**src/rtl/game_tick_sync_if.sv**
```systemverilog
// Game-tick bus: slow reference clock and enable in, tick strobe and lock status out.
interface game_tick_sync_if;
   localparam int unsigned CNT_W = 8;

   logic             slow_clk;
   logic             en;
   logic             tick;
   logic [CNT_W-1:0] tick_cnt;
   logic             locked;
   logic             lost;

   modport master (output slow_clk, en, input tick, tick_cnt, locked, lost);
   modport slave  (input slow_clk, en, output tick, tick_cnt, locked, lost);
endinterface

```
**src/rtl/game_tick_sync.sv**
```systemverilog
// Synchronizes a slow toggle clock into clk_in, tracks lock with a watchdog and
// emits a one-cycle game tick every TICK_DIV accepted rising edges.
module game_tick_sync #(
   parameter int unsigned SYNC_STAGES = 2,
   parameter int unsigned TIMEOUT     = 25000,
   parameter int unsigned TICK_DIV    = 1
) (
   input  logic             clk_in,
   input  logic             rst,
   game_tick_sync_if.slave  bus
);
   localparam int unsigned WD_W  = $clog2(TIMEOUT + 1);
   localparam int unsigned DIV_W = $clog2(TICK_DIV + 1);
   localparam int unsigned CNT_W = 8;

   typedef enum logic [1:0] {ACQUIRE, LOCKED, LOST} state_e;

   state_e                 state_q, state_d;
   logic [SYNC_STAGES-1:0] sync_q;
   logic                   prev_q;
   logic [WD_W-1:0]        wd_q, wd_d;
   logic [DIV_W-1:0]       div_q, div_d;
   logic                   tick_q, tick_d;
   logic [CNT_W-1:0]       cnt_q;
   logic                   locked_q, lost_q;
   logic                   rise_c;
   logic                   wd_full_c;

   assign rise_c    = sync_q[SYNC_STAGES-1] & ~prev_q;
   assign wd_full_c = (wd_q == WD_W'(TIMEOUT));

   // State, synchronizer and registered outputs
   always_ff @(posedge clk_in or posedge rst) begin
      if (rst) begin
         state_q  <= ACQUIRE;
         sync_q   <= '0;
         prev_q   <= 1'b0;
         wd_q     <= '0;
         div_q    <= '0;
         tick_q   <= 1'b0;
         cnt_q    <= '0;
         locked_q <= 1'b0;
         lost_q   <= 1'b0;
      end else begin
         state_q  <= state_d;
         sync_q   <= {sync_q[SYNC_STAGES-2:0], bus.slow_clk};
         prev_q   <= sync_q[SYNC_STAGES-1];
         wd_q     <= wd_d;
         div_q    <= div_d;
         tick_q   <= tick_d;
         cnt_q    <= cnt_q + CNT_W'(tick_d);
         locked_q <= (state_d == LOCKED);
         lost_q   <= (state_d == LOST);
      end
   end

   // Next state; a rise always beats a simultaneous watchdog expiry
   always_comb begin
      state_d = state_q;
      div_d   = div_q;
      tick_d  = 1'b0;
      if (rise_c)         wd_d = '0;
      else if (wd_full_c) wd_d = wd_q;
      else                wd_d = wd_q + WD_W'(1);

      case (state_q)
         ACQUIRE: begin
            if (rise_c) begin
               state_d = LOCKED;
               div_d   = '0;
            end
         end
         LOCKED: begin
            if (rise_c) begin
               if (bus.en) begin
                  if (div_q == DIV_W'(TICK_DIV - 1)) begin
                     tick_d = 1'b1;
                     div_d  = '0;
                  end else begin
                     div_d = div_q + DIV_W'(1);
                  end
               end
            end else if (wd_full_c) begin
               state_d = LOST;
            end
         end
         LOST: begin
            if (rise_c) begin
               state_d = LOCKED;
               div_d   = '0;
            end
         end
         default: state_d = ACQUIRE;
      endcase
   end

   assign bus.tick     = tick_q;
   assign bus.tick_cnt = cnt_q;
   assign bus.locked   = locked_q;
   assign bus.lost     = lost_q;
endmodule

```
**src/flat_wrapper.sv**
```systemverilog
// flat-port wrapper written by rule: the top's interface ports become plain ports
module game_tick_sync_flat 
#(
   parameter int unsigned SYNC_STAGES = 2,
   parameter int unsigned TIMEOUT     = 25000,
   parameter int unsigned TICK_DIV    = 1
)
  (clk_in, rst, bus_slow_clk, bus_en, bus_tick, bus_tick_cnt, bus_locked, bus_lost);
  game_tick_sync_if bus_i ();
  input  logic clk_in;
  input  logic rst;
  input wire logic [$bits(bus_i.slow_clk)-1:0] bus_slow_clk;
  input wire logic [$bits(bus_i.en)-1:0] bus_en;
  output wire logic [$bits(bus_i.tick)-1:0] bus_tick;
  output wire logic [$bits(bus_i.tick_cnt)-1:0] bus_tick_cnt;
  output wire logic [$bits(bus_i.locked)-1:0] bus_locked;
  output wire logic [$bits(bus_i.lost)-1:0] bus_lost;
  assign bus_i.slow_clk = bus_slow_clk;
  assign bus_i.en = bus_en;
  assign bus_tick = bus_i.tick;
  assign bus_tick_cnt = bus_i.tick_cnt;
  assign bus_locked = bus_i.locked;
  assign bus_lost = bus_i.lost;
  game_tick_sync #(.SYNC_STAGES(SYNC_STAGES), .TIMEOUT(TIMEOUT), .TICK_DIV(TICK_DIV)) u_core (.clk_in(clk_in), .rst(rst), .bus(bus_i));
endmodule
```
**config.mk**
```make
export PLATFORM = sky130hd
export DESIGN_NAME = game_tick_sync_flat
export DESIGN_NICKNAME = d
export VERILOG_FILES = /design/src/rtl/game_tick_sync_if.sv /design/src/rtl/game_tick_sync.sv /design/src/flat_wrapper.sv
export SDC_FILE = /design/constraint.sdc
export NUM_CORES = 1
export LEC_CHECK = 0
export ABC_AREA = 0
export CORE_MARGIN = 5
export CORE_UTILIZATION = 69
export CTS_BUF_LIST = sky130_fd_sc_hd__clkbuf_4 sky130_fd_sc_hd__clkbuf_8
export CTS_CLUSTER_SIZE = 10
export DETAILED_ROUTE_END_ITERATION = 8
export DONT_BUFFER_PORTS = 1
export GPL_TIMING_DRIVEN = 0
export PLACE_DENSITY_LB_ADDON = 0.15
export SETUP_SLACK_MARGIN = 0.02
export SLEW_MARGIN = 25
export SYNTH_ARGS = -nofsm -noshare
export SYNTH_HDL_FRONTEND = slang
export SYNTH_SLANG_ARGS = --single-unit
```
**constraint.sdc**
```tcl
create_clock -name clk_in -period 3.5 [get_ports clk_in]
set_input_delay 0.7 -clock clk_in [delete_from_list [all_inputs] [get_ports clk_in]]
set_output_delay 0.7 -clock clk_in [all_outputs]
set_load 0.005 [all_outputs]
```
==> impl_metrics.env, run 1 <==
export IMPL_drt_wirelength_per_cell_um=15.6
export IMPL_postCtsSetupRepairBufs=0
export IMPL_grt_max_degree=32
export IMPL_seq_power_share_pct=62.2
export IMPL_synthFlopType="dfrtp_1"
export IMPL_muxShareOfSynthArea_pct=3.55
export IMPL_drive_gt1_share_pct=6.67
export IMPL_synth_area_leader_cell="dfrtp_1"
export IMPL_dieArea_um2=3050
export IMPL_fin_nets=144
export IMPL_ys_seq_area_share_pct=55.0
export IMPL_dp_slack_ns=1.46
export IMPL_powerDensity_nw_per_um2=498
export IMPL_numCtsBuffers=5
export IMPL_netlist_top_cells_count="31 x dfrtp_1, 13 x nand2_1, 10 x nand3_1"
export IMPL_design_area_um2=1490
export IMPL_crit_path_max_incr_delay_ns=0.39
export IMPL_slew_viol_final=0
export IMPL_synth_edf_count=0
export IMPL_path_class="flop to flop"
export IMPL_synth_top_family_by_area="simple AND/OR/NAND/NOR gates"
export IMPL_post_dp_hpwl_mm=1.83
export IMPL_fin_ws_ns=1.47
export IMPL_synth_top_area_share_pct=55.0
export IMPL_cts_htree_levels=2
export IMPL_mappedNetlistArea_um2=1410
export IMPL_dieWidth_um=55.2
export IMPL_synthArstFlopShare_pct=100
export IMPL_ys_top_cells_by_area="dfrtp_1 55%, ha_1 3.5%, mux2i_1 3.5%, nand3_1 3.5%, nand2_1 3.5%"
export IMPL_crit_fanout=10
export IMPL_post_route_min_period_ns=2.03
export IMPL_gp_congestion=0.826
export IMPL_avgSynthCellArea_um2=10.9
export IMPL_syn_nets=137
export IMPL_synth_most_common_cell="dfrtp_1"
export IMPL_row_count=16
export IMPL_cts_max_path_buffers=2
export IMPL_cts_resized=0
export IMPL_syn_inst=129
export IMPL_grt_pass1_vias=1022
export IMPL_p_sw_mw=0.219
export IMPL_viasPerCell=6.11
export IMPL_p_leak_nw=0.647
export IMPL_dr_total_vias=990
export IMPL_critPathRequiredTime_ns=3.72
export IMPL_yosys_cell_types_count=29
export IMPL_io_buffers=0
export IMPL_die_h_um=55.2
export IMPL_cts_tree="built"
export IMPL_hold_violations=0
export IMPL_p_sw_share_pct=29.5
export IMPL_crit_chain="nand2b_1 -> clkbuf_1 -> nor3_1 -> ha_1 -> ha_1 -> nand3_1 -> xnor2_1"
export IMPL_critPathLaunchType="flop"
export IMPL_slowest_stage="dfrtp_1"
export IMPL_dr_first_iter_drc_count=47
export IMPL_cts_hold_buf=0
export IMPL_yosys_area_share_adder_pct=3.55
export IMPL_relSlewSlack_pct=59.5
export IMPL_synth_seq_cells=31
export IMPL_antenna_cells=0
export IMPL_p_comb_share_pct=12.3
export IMPL_core_um2=1960
export IMPL_drtPass1Iterations=4
export IMPL_ios=15
export IMPL_start_util_pct=71.9
export IMPL_overflow=0
export IMPL_placed_cells_incl_taps=156
export IMPL_clockPowerShare_pct=25.5
export IMPL_antenna_left=0
export IMPL_final_cells=162
export IMPL_fill_cells=141
export IMPL_totalNegativeSetupSlack_ns=0
export IMPL_worst_pin_slew_ns=0.606
export IMPL_synth_compound_area_share_pct=8.16
export IMPL_cp_end_kind="flop"
export IMPL_grt_setup_unrepaired="no"
export IMPL_postRouteWirelength_mm=2.52
export IMPL_peakVddDrop_mv=0.428
export IMPL_status="complete, no violations"
export IMPL_grt_total_usage_pct=18.6
export IMPL_hp_class="primary input to async pin"
export IMPL_fin_skew_ns=0.00669
export IMPL_intPower_mw=0.523
export IMPL_crit_path_frequent_cell="ha_1"
export IMPL_timing_final_crit_share_pct=57.9
export IMPL_setup_violations=0
export IMPL_path_clk_slew_ns=0.09
export IMPL_cts_sinks=31
export IMPL_synthXorXnorAreaFrac_pct=4.97
export IMPL_clock_fmax_mhz=493
export IMPL_cts_root_buffer="clkbuf_4"
export IMPL_drv_cap=0
export IMPL_synthSimpleGateAreaFrac_pct=22.6
export IMPL_clock_latency_ns=0.33
export IMPL_ys_warn_count=0
export IMPL_drc=0
export IMPL_area_growth_pct=5.59
export IMPL_dpl_cell_area_um2=1440
export IMPL_antenna_found_initial=0
export IMPL_arrival_ns=2.25
export IMPL_grt_first_pass_wirelength_mm=4.42
-- power groups by stage --
stage               sequential, mW  clock (mW)  combinational (mW)
detailed placement           0.468           0              0.0923
global route                 0.472       0.208               0.107
global placement             0.465           0              0.0857
finish                       0.462       0.189              0.0915
CTS                          0.461       0.190              0.0926
floorplan                    0.453           0              0.0754
-- cell type report --
cell class / count / area, um2 / share of cell area, %
Multi-Input combinational cell: 90 / 604 / 40.6
Buffer: 3 / 11.3 / 0.756
Sequential cell: 31 / 776 / 52.1
Tap cell: 27 / 33.8 / 2.27
Clock buffer: 6 / 45.0 / 3.03
Inverter: 5 / 18.8 / 1.26
-- metrics by stage --
stage	utilization [%]	power, mW	hold WS, ns
2_1_floorplan	-	0.528	0.331
3_3_place_gp	73.6	0.551	0.336
3_5_place_dp	73.6	0.561	0.339
4_1_cts	75.9	0.744	0.340
5_1_grt	75.9	0.786	0.369
6_report	75.9	0.742	0.319
-- cells by family after synthesis --
kind of cell,after synthesis
fa+ha+maj,4
compound gates,20
flops,31
mux,5
buf+inv,8
simple gates,53
xor+xnor,8
-- layout by cell type, fill, tap and decap left out, types with 5 or more instances in the layout --
cell type,Yosys,routed
mux2i_1,5,5
nand3_1,10,10
clkbuf_4,0,6
dfrtp_1,31,31
nand2_1,13,13
xnor2_1,5,5
a21oi_1,9,9
-- worst max-delay path: cells and delay by family (launching register included) --
kind,cells,cell delay (ns)
DFF,1,0.39
xor gates and xnor gates,1,0.14
buffers and inverters,1,0.26
adders and majority gates,2,0.51
and+or+nand+nor,3,0.62
-- final timing paths --
check	start	endpoint	slack (ns)	depth (start not counted)
max	u_core.prev_q$_DFF_PP0_	u_core.bus.tick_cnt[6]$_DFF_PP0_	1.47	7
min	rst	u_core.wd_q[10]$_DFFE_PP0P_	0.32	1
max reg2reg	u_core.prev_q$_DFF_PP0_	u_core.bus.tick_cnt[6]$_DFF_PP0_	1.47	7
min reg2reg	u_core.sync_q[0]$_DFF_PP0_	u_core.sync_q[1]$_DFF_PP0_	0.35	0
max in group asynchronous	rst	u_core.bus.lost$_DFF_PP0_	2.78	1
min in group clk_in	u_core.sync_q[0]$_DFF_PP0_	u_core.sync_q[1]$_DFF_PP0_	0.35	0
-- layer usage --
metal  track usage [%]  vias up  wire length [um]
li1                  -      476                 -
met1              21.9      478              1060
met2              29.2       31              1250
met3              7.23        5               160
met4              10.1        0                52
met5                 0        -                 0
-- sequential cells by signal (all words and copies together), names as in the netlist --
signal and count:
u_core.state_q 2, u_core.bus.tick_cnt 8, u_core.bus.lost 1, u_core.bus.tick 1, u_core.wd_q 15, u_core.prev_q 1
u_core.bus.locked 1, u_core.sync_q 2
Note: power is estimated with default switching activity, not from simulation.
==> inputs of run 2 (changes only) <==
--- a/config.mk
+++ b/config.mk
@@ -7,7 +7,7 @@
 export LEC_CHECK = 0
 export ABC_AREA = 0
 export CORE_MARGIN = 5
-export CORE_UTILIZATION = 69
+export CORE_UTILIZATION = 64
 export CTS_BUF_LIST = sky130_fd_sc_hd__clkbuf_4 sky130_fd_sc_hd__clkbuf_8
 export CTS_CLUSTER_SIZE = 10
 export DETAILED_ROUTE_END_ITERATION = 8
==> constraint.sdc (replaced) <==
create_clock -name clk_in -period 1.9 [get_ports clk_in]
set_input_delay 0.38 -clock clk_in [delete_from_list [all_inputs] [get_ports clk_in]]
set_output_delay 0.38 -clock clk_in [all_outputs]
set_load 0.005 [all_outputs]
==> run 2 against run 1 <==
  * Flip-flop and latch count stayed put
  * Maximum frequency increased by 14%
  * Clock skew up 0.0016 ns
  * Critical endpoint is now u_core.wd_q[0]$_DFFE_PP0P_
  * Sequential power is 85% higher
  * Final cell count grew 4.9%
  * Clock-buffer cell count stayed put
  * Total power is 110% higher
  * Critical path type unchanged
  * Worst setup slack lost 1.4 ns
  * Combinational power up 100%
  * Critical path depth is 1 lower
==> impl_metrics.env, run 2 (synthesis results as in run 1) <==
export IMPL_status="complete, no violations"
export IMPL_fill_cells=150
export IMPL_dr_total_vias=1012
export IMPL_min_to="u_core.sync_q[0]$_DFF_PP0_"
export IMPL_arrival_ns=2.04
export IMPL_antenna_found_initial=0
export IMPL_path_class="flop to flop"
export IMPL_drc=0
export IMPL_power_total_mw=1.58
export IMPL_grt_pass1_vias=992
export IMPL_numCtsBuffers=5
export IMPL_grt_total_usage_pct=18.0
export IMPL_fin_skew_ns=0.00826
export IMPL_dieWidth_um=56.9
export IMPL_critPathLaunchType="flop"
export IMPL_cts_tree="built"
export IMPL_utilization_pct=75.0
export IMPL_antenna_cells=0
export IMPL_gp_congestion=0.762
export IMPL_antenna_left=0
export IMPL_drv_cap=0
export IMPL_min_path_cells=0
export IMPL_drtPass1Iterations=4
export IMPL_cts_sinks=31
export IMPL_row_count=17
export IMPL_viasPerCell=5.95
export IMPL_overflow=0
export IMPL_cp_end_kind="flop"
export IMPL_peakVddDrop_mv=0.801
export IMPL_dr_first_iter_drc_count=26
export IMPL_drt_wirelength_per_cell_um=15.7
export IMPL_cts_htree_levels=2
export IMPL_worst_pin_slew_ns=0.620
export IMPL_fin_nets=149
export IMPL_most_common_layout_cells="31 x dfrtp_1, 13 x nand2_1, 10 x nand3_1"
export IMPL_drive_gt1_share_pct=14.8
export IMPL_clock_latency_ns=0.34
export IMPL_grt_first_pass_wirelength_mm=4.42
export IMPL_io_buffers=0
export IMPL_powerDensity_nw_per_um2=981
export IMPL_ios=15
export IMPL_p_leak_nw=0.698
export IMPL_dpl_cell_area_um2=1450
export IMPL_max_flop_register="u_core.wd_q"
export IMPL_r2r_end="u_core.wd_q[0]$_DFFE_PP0P_"
export IMPL_postRouteWirelength_mm=2.67
export IMPL_post_dp_hpwl_mm=1.70
export IMPL_cts_root_buffer="clkbuf_4"
export IMPL_grt_max_degree=32
export IMPL_r2r_cells=6
export IMPL_largest_reg_flops=15
export IMPL_core_um2=2150
export IMPL_area_growth_pct=14.2
export IMPL_layout_commonest_cell="dfrtp_1"
export IMPL_r2r_start="u_core.wd_q[0]$_DFFE_PP0P_"
export IMPL_post_route_min_period_ns=1.78
export IMPL_cts_max_path_buffers=2
export IMPL_design_area_um2=1610
export IMPL_hp_start="bus_slow_clk"
export IMPL_clock_fmax_mhz=561
export IMPL_relSlewSlack_pct=58.6
export IMPL_crit_fanout=4
export IMPL_setup_violations=0
export IMPL_hp_class="primary input to flop"
export IMPL_reg2reg_slack_ns=0.12
export IMPL_hold_violations=0
export IMPL_start_util_pct=65.6
export IMPL_path_clk_slew_ns=0.10
export IMPL_slew_viol_final=0
export IMPL_die_h_um=56.9
export IMPL_critPathRequiredTime_ns=2.16
export IMPL_timing_final_crit_share_pct=93.9
export IMPL_dieArea_um2=3240
[run 2: cell count changes in the layout (fill, tap and decap cells not counted), sizes merged]
cell,before,now
buf,0,5
bufinv,0,1
clkbuf,9,8
clkinv,0,1
dlygate4sd3,0,1
[run 2: how the worst max path moves through the flow]
stage                                     from                                to  cells past startpoint
floorplan           u_core.wd_q[0]$_DFFE_PP0P_        u_core.wd_q[0]$_DFFE_PP0P_                      5
global placement       u_core.prev_q$_DFF_PP0_  u_core.bus.tick_cnt[4]$_DFF_PP0_                      7
detailed placement     u_core.prev_q$_DFF_PP0_  u_core.bus.tick_cnt[6]$_DFF_PP0_                      7
CTS                    u_core.prev_q$_DFF_PP0_  u_core.bus.tick_cnt[6]$_DFF_PP0_                      7
global route        u_core.wd_q[0]$_DFFE_PP0P_        u_core.wd_q[0]$_DFFE_PP0P_                      6
finish              u_core.wd_q[0]$_DFFE_PP0P_        u_core.wd_q[0]$_DFFE_PP0P_                      6
[run 2: what timing repair did]
item,4_1_cts,5_1_grt
hold buffers,1,0
pin swaps,1,2
hold endpoints to repair,10,0
gates resized for setup,2,8
setup endpoints to repair,8,8
buffers inserted,0,4
[run 2: critical path, cell delays in order, from the launching register on]
cell and delay, ns:
dfrtp_1 0.41, inv_1 0.09, ha_1 0.14, or4b_4 0.46, nor4_4 0.21, buf_4 0.19, mux2i_2 0.21
[run 2: cell type report]
class	instances	area (um2)	area share (%)
inverters	5	18.8	1.17
clock buffers	6	51.3	3.19
well taps	28	35.0	2.18
repair buffers	5	52.6	3.26
clock inverters	2	35.0	2.18
flip-flops and latches	31	776	48.2
multi-input cells	90	627	38.9
plain buffers	3	15.0	0.932
[run 2: per-stage QoR]
stage	hold slack, ns	instances	TNS, ns	setup WS (ns)
final	0.0545	170	0	0.116
after floorplan	0.331	129	0	0.152
after global routing	0.0274	170	-0.0168	-0.0150
after global placement	0.345	157	-0.0795	-0.0434
after CTS	0.0460	166	0	0.0106
after detailed placement	0.338	157	-0.180	-0.0842
[run 2: routing by layer]
metal | up-vias | GRT usage (%) | share of wire, %
met4 | 0 | 9.93 | 2.3
met5 | - | 0 | 0
met2 | 16 | 28.9 | 51
met3 | 5 | 6.33 | 4.1
met1 | 506 | 21.1 | 43
li1 | 485 | - | -
[run 2: power breakdown]
group	switching (mW)	internal (mW)	leakage, nW
clock network	0.230	0.311	0.0482
registers	0.112	0.741	0.403
logic	0.0976	0.0882	0.247
==> inputs of run 3 (changes only) <==
--- a/config.mk
+++ b/config.mk
@@ -6,7 +6,7 @@
 export NUM_CORES = 1
 export LEC_CHECK = 0
 export ABC_AREA = 0
-export CORE_MARGIN = 5
+export CORE_MARGIN = 4
 export CORE_UTILIZATION = 64
 export CTS_BUF_LIST = sky130_fd_sc_hd__clkbuf_4 sky130_fd_sc_hd__clkbuf_8
 export CTS_CLUSTER_SIZE = 10
==> run 3 against run 2 <==
  * Worst setup slack gained 0.013 ns
  * Hold slack got worse by 0.058 ns
  * Via count is 0.89% lower
  * The flow now finishes with violations (hold timing)
==> impl_metrics.env, run 3 (synthesis results as in run 1) <==
export IMPL_status="complete, but fails checks"
export IMPL_violations="hold timing"
export IMPL_numCtsBuffers=5
export IMPL_intPower_mw=0.962
export IMPL_final_cells=165
export IMPL_utilization_pct=75.4
export IMPL_layout_commonest_cell="dfrtp_1"
export IMPL_ios=15
export IMPL_slowest_stage="dfrtp_1"
export IMPL_p_sw_share_pct=30.7
export IMPL_dr_first_iter_drc_count=17
export IMPL_placed_cells_incl_taps=156
export IMPL_viasPerCell=6.08
export IMPL_fin_skew_ns=0.00792
export IMPL_clockPowerShare_pct=27.0
export IMPL_most_common_layout_cells="31 x dfrtp_1, 13 x nand2_1, 10 x nand3_1"
export IMPL_grt_max_degree=32
export IMPL_arrival_ns=1.99
export IMPL_multi_input_area_um2=617
export IMPL_hp_class="primary input to async pin"
export IMPL_crit_path_max_incr_delay_ns=0.39
export IMPL_power_total_mw=1.39
export IMPL_cts_tree="built"
export IMPL_cp_end_kind="flop"
export IMPL_grt_total_usage_pct=19.3
export IMPL_grt_first_pass_wirelength_mm=4.02
export IMPL_drv_cap=0
export IMPL_powerDensity_nw_per_um2=911
export IMPL_design_area_um2=1530
export IMPL_grt_pass1_vias=898
export IMPL_drc=0
export IMPL_p_sw_mw=0.427
export IMPL_relSlewSlack_pct=58.8
export IMPL_fin_ws_ns=0.130
export IMPL_cts_root_buffer="clkbuf_4"
export IMPL_antenna_left=0
export IMPL_post_dp_hpwl_mm=1.64
export IMPL_post_route_min_period_ns=1.77
export IMPL_p_comb_share_pct=12.1
export IMPL_seq_power_share_pct=60.9
export IMPL_row_count=16
export IMPL_totalNegativeSetupSlack_ns=0
export IMPL_antenna_found_initial=0
export IMPL_worst_path_dominant_cell_family="simple AND/OR/NAND/NOR gates"
export IMPL_grt_setup_unrepaired="yes"
export IMPL_timing_final_crit_share_pct=93.2
export IMPL_crit_chain="nand2b_2 -> buf_4 -> nor3_2 -> ha_2 -> ha_2 -> nand3_1 -> xnor2_1"
export IMPL_dieWidth_um=54.9
export IMPL_clock_latency_ns=0.33
export IMPL_cts_max_path_buffers=2
export IMPL_overflow=0
export IMPL_drt_wirelength_per_cell_um=14.3
export IMPL_drtPass1Iterations=4
export IMPL_hold_slack_ns=-0.00365
export IMPL_largest_reg_flops=15
export IMPL_dieArea_um2=3020
export IMPL_setup_violations=0
export IMPL_start_util_pct=69.7
export IMPL_clock_fmax_mhz=565
export IMPL_hold_violations=13
export IMPL_path_clk_slew_ns=0.10
export IMPL_slew_viol_final=0
export IMPL_core_um2=2020
export IMPL_ff_latch_area_um2=776
export IMPL_path_class="flop to flop"
export IMPL_crit_buf_inv=1
export IMPL_peakVddDrop_mv=0.824
export IMPL_fill_cells=151
export IMPL_fin_nets=145
export IMPL_cts_hold_buf=0
export IMPL_max_flop_register="u_core.wd_q"
export IMPL_antenna_cells=0
export IMPL_p_leak_nw=0.653
export IMPL_dp_slack_ns=-0.0792
export IMPL_io_buffers=0
export IMPL_crit_path_frequent_cell="ha_2"
export IMPL_postRouteWirelength_mm=2.37
export IMPL_area_growth_pct=8.16
export IMPL_cts_htree_levels=2
export IMPL_critPathLaunchType="flop"
export IMPL_gp_congestion=0.838
export IMPL_crit_fanout=10
export IMPL_critPathRequiredTime_ns=2.12
export IMPL_drive_gt1_share_pct=12.3
export IMPL_die_h_um=54.9
export IMPL_worst_pin_slew_ns=0.617
export IMPL_dpl_cell_area_um2=1440
export IMPL_cts_sinks=31
export IMPL_dr_total_vias=1003
==> run 3: power groups by stage <==
stage          logic (mW)  clock network (mW)  registers (mW)
2_1_floorplan       0.139                   0           0.834
4_1_cts             0.169               0.388           0.847
3_5_place_dp        0.166                   0           0.861
6_report            0.168               0.375           0.846
5_1_grt             0.199               0.418           0.865
3_3_place_gp        0.157                   0           0.854
==> run 3: cell type report <==
class | instances | share of cell area (%)
buffer | 3 | 0.984
multi-input combinational | 90 | 40.4
clock buffer | 5 | 2.46
inverter | 5 | 1.23
sequential | 31 | 50.9
tap | 27 | 2.21
clock inverter | 3 | 1.31
timing repair buffer | 1 | 0.492
==> run 3: worst register-to-register path, stage by stage, from the launching register on <==
cell and delay [ns]:
dfrtp_1 0.39, nand2b_2 0.23, buf_4 0.20, nor3_2 0.19, ha_2 0.24, ha_2 0.21, nand3_1 0.09, xnor2_1 0.13
==> run 3: path summary, 6_finish.rpt <==
kind	cells after the start	to	startpoint	slack [ns]
max	7	u_core.bus.tick_cnt[4]$_DFF_PP0_	u_core.prev_q$_DFF_PP0_	0.13
min	1	u_core.bus.tick_cnt[2]$_DFF_PP0_	rst	-0.004
max reg2reg	7	u_core.bus.tick_cnt[4]$_DFF_PP0_	u_core.prev_q$_DFF_PP0_	0.13
min reg2reg	0	u_core.sync_q[1]$_DFF_PP0_	u_core.sync_q[0]$_DFF_PP0_	0.38
max in group asynchronous	1	u_core.wd_q[3]$_DFFE_PP0P_	rst	1.50
min in group clk_in	0	u_core.sync_q[0]$_DFF_PP0_	bus_slow_clk	0.07
==> run 3: per-layer routing <==
| metal | share of wire [%] | global-route usage, % | up-vias |
|---|---|---|---|
| met3 | 4.2 | 5.63 | 4 |
| met5 | 0 | 0 | - |
| met2 | 48 | 29.5 | 22 |
| met1 | 46 | 24.9 | 497 |
| li1 | - | - | 480 |
| met4 | 1.5 | 9.72 | 0 |
==> run 3: what timing repair did <==
item	in CTS	in global routing
gates cloned	0	0
buffers inserted	0	1
gates resized for setup	3	5
setup endpoints to repair	6	10
pin swaps	1	2
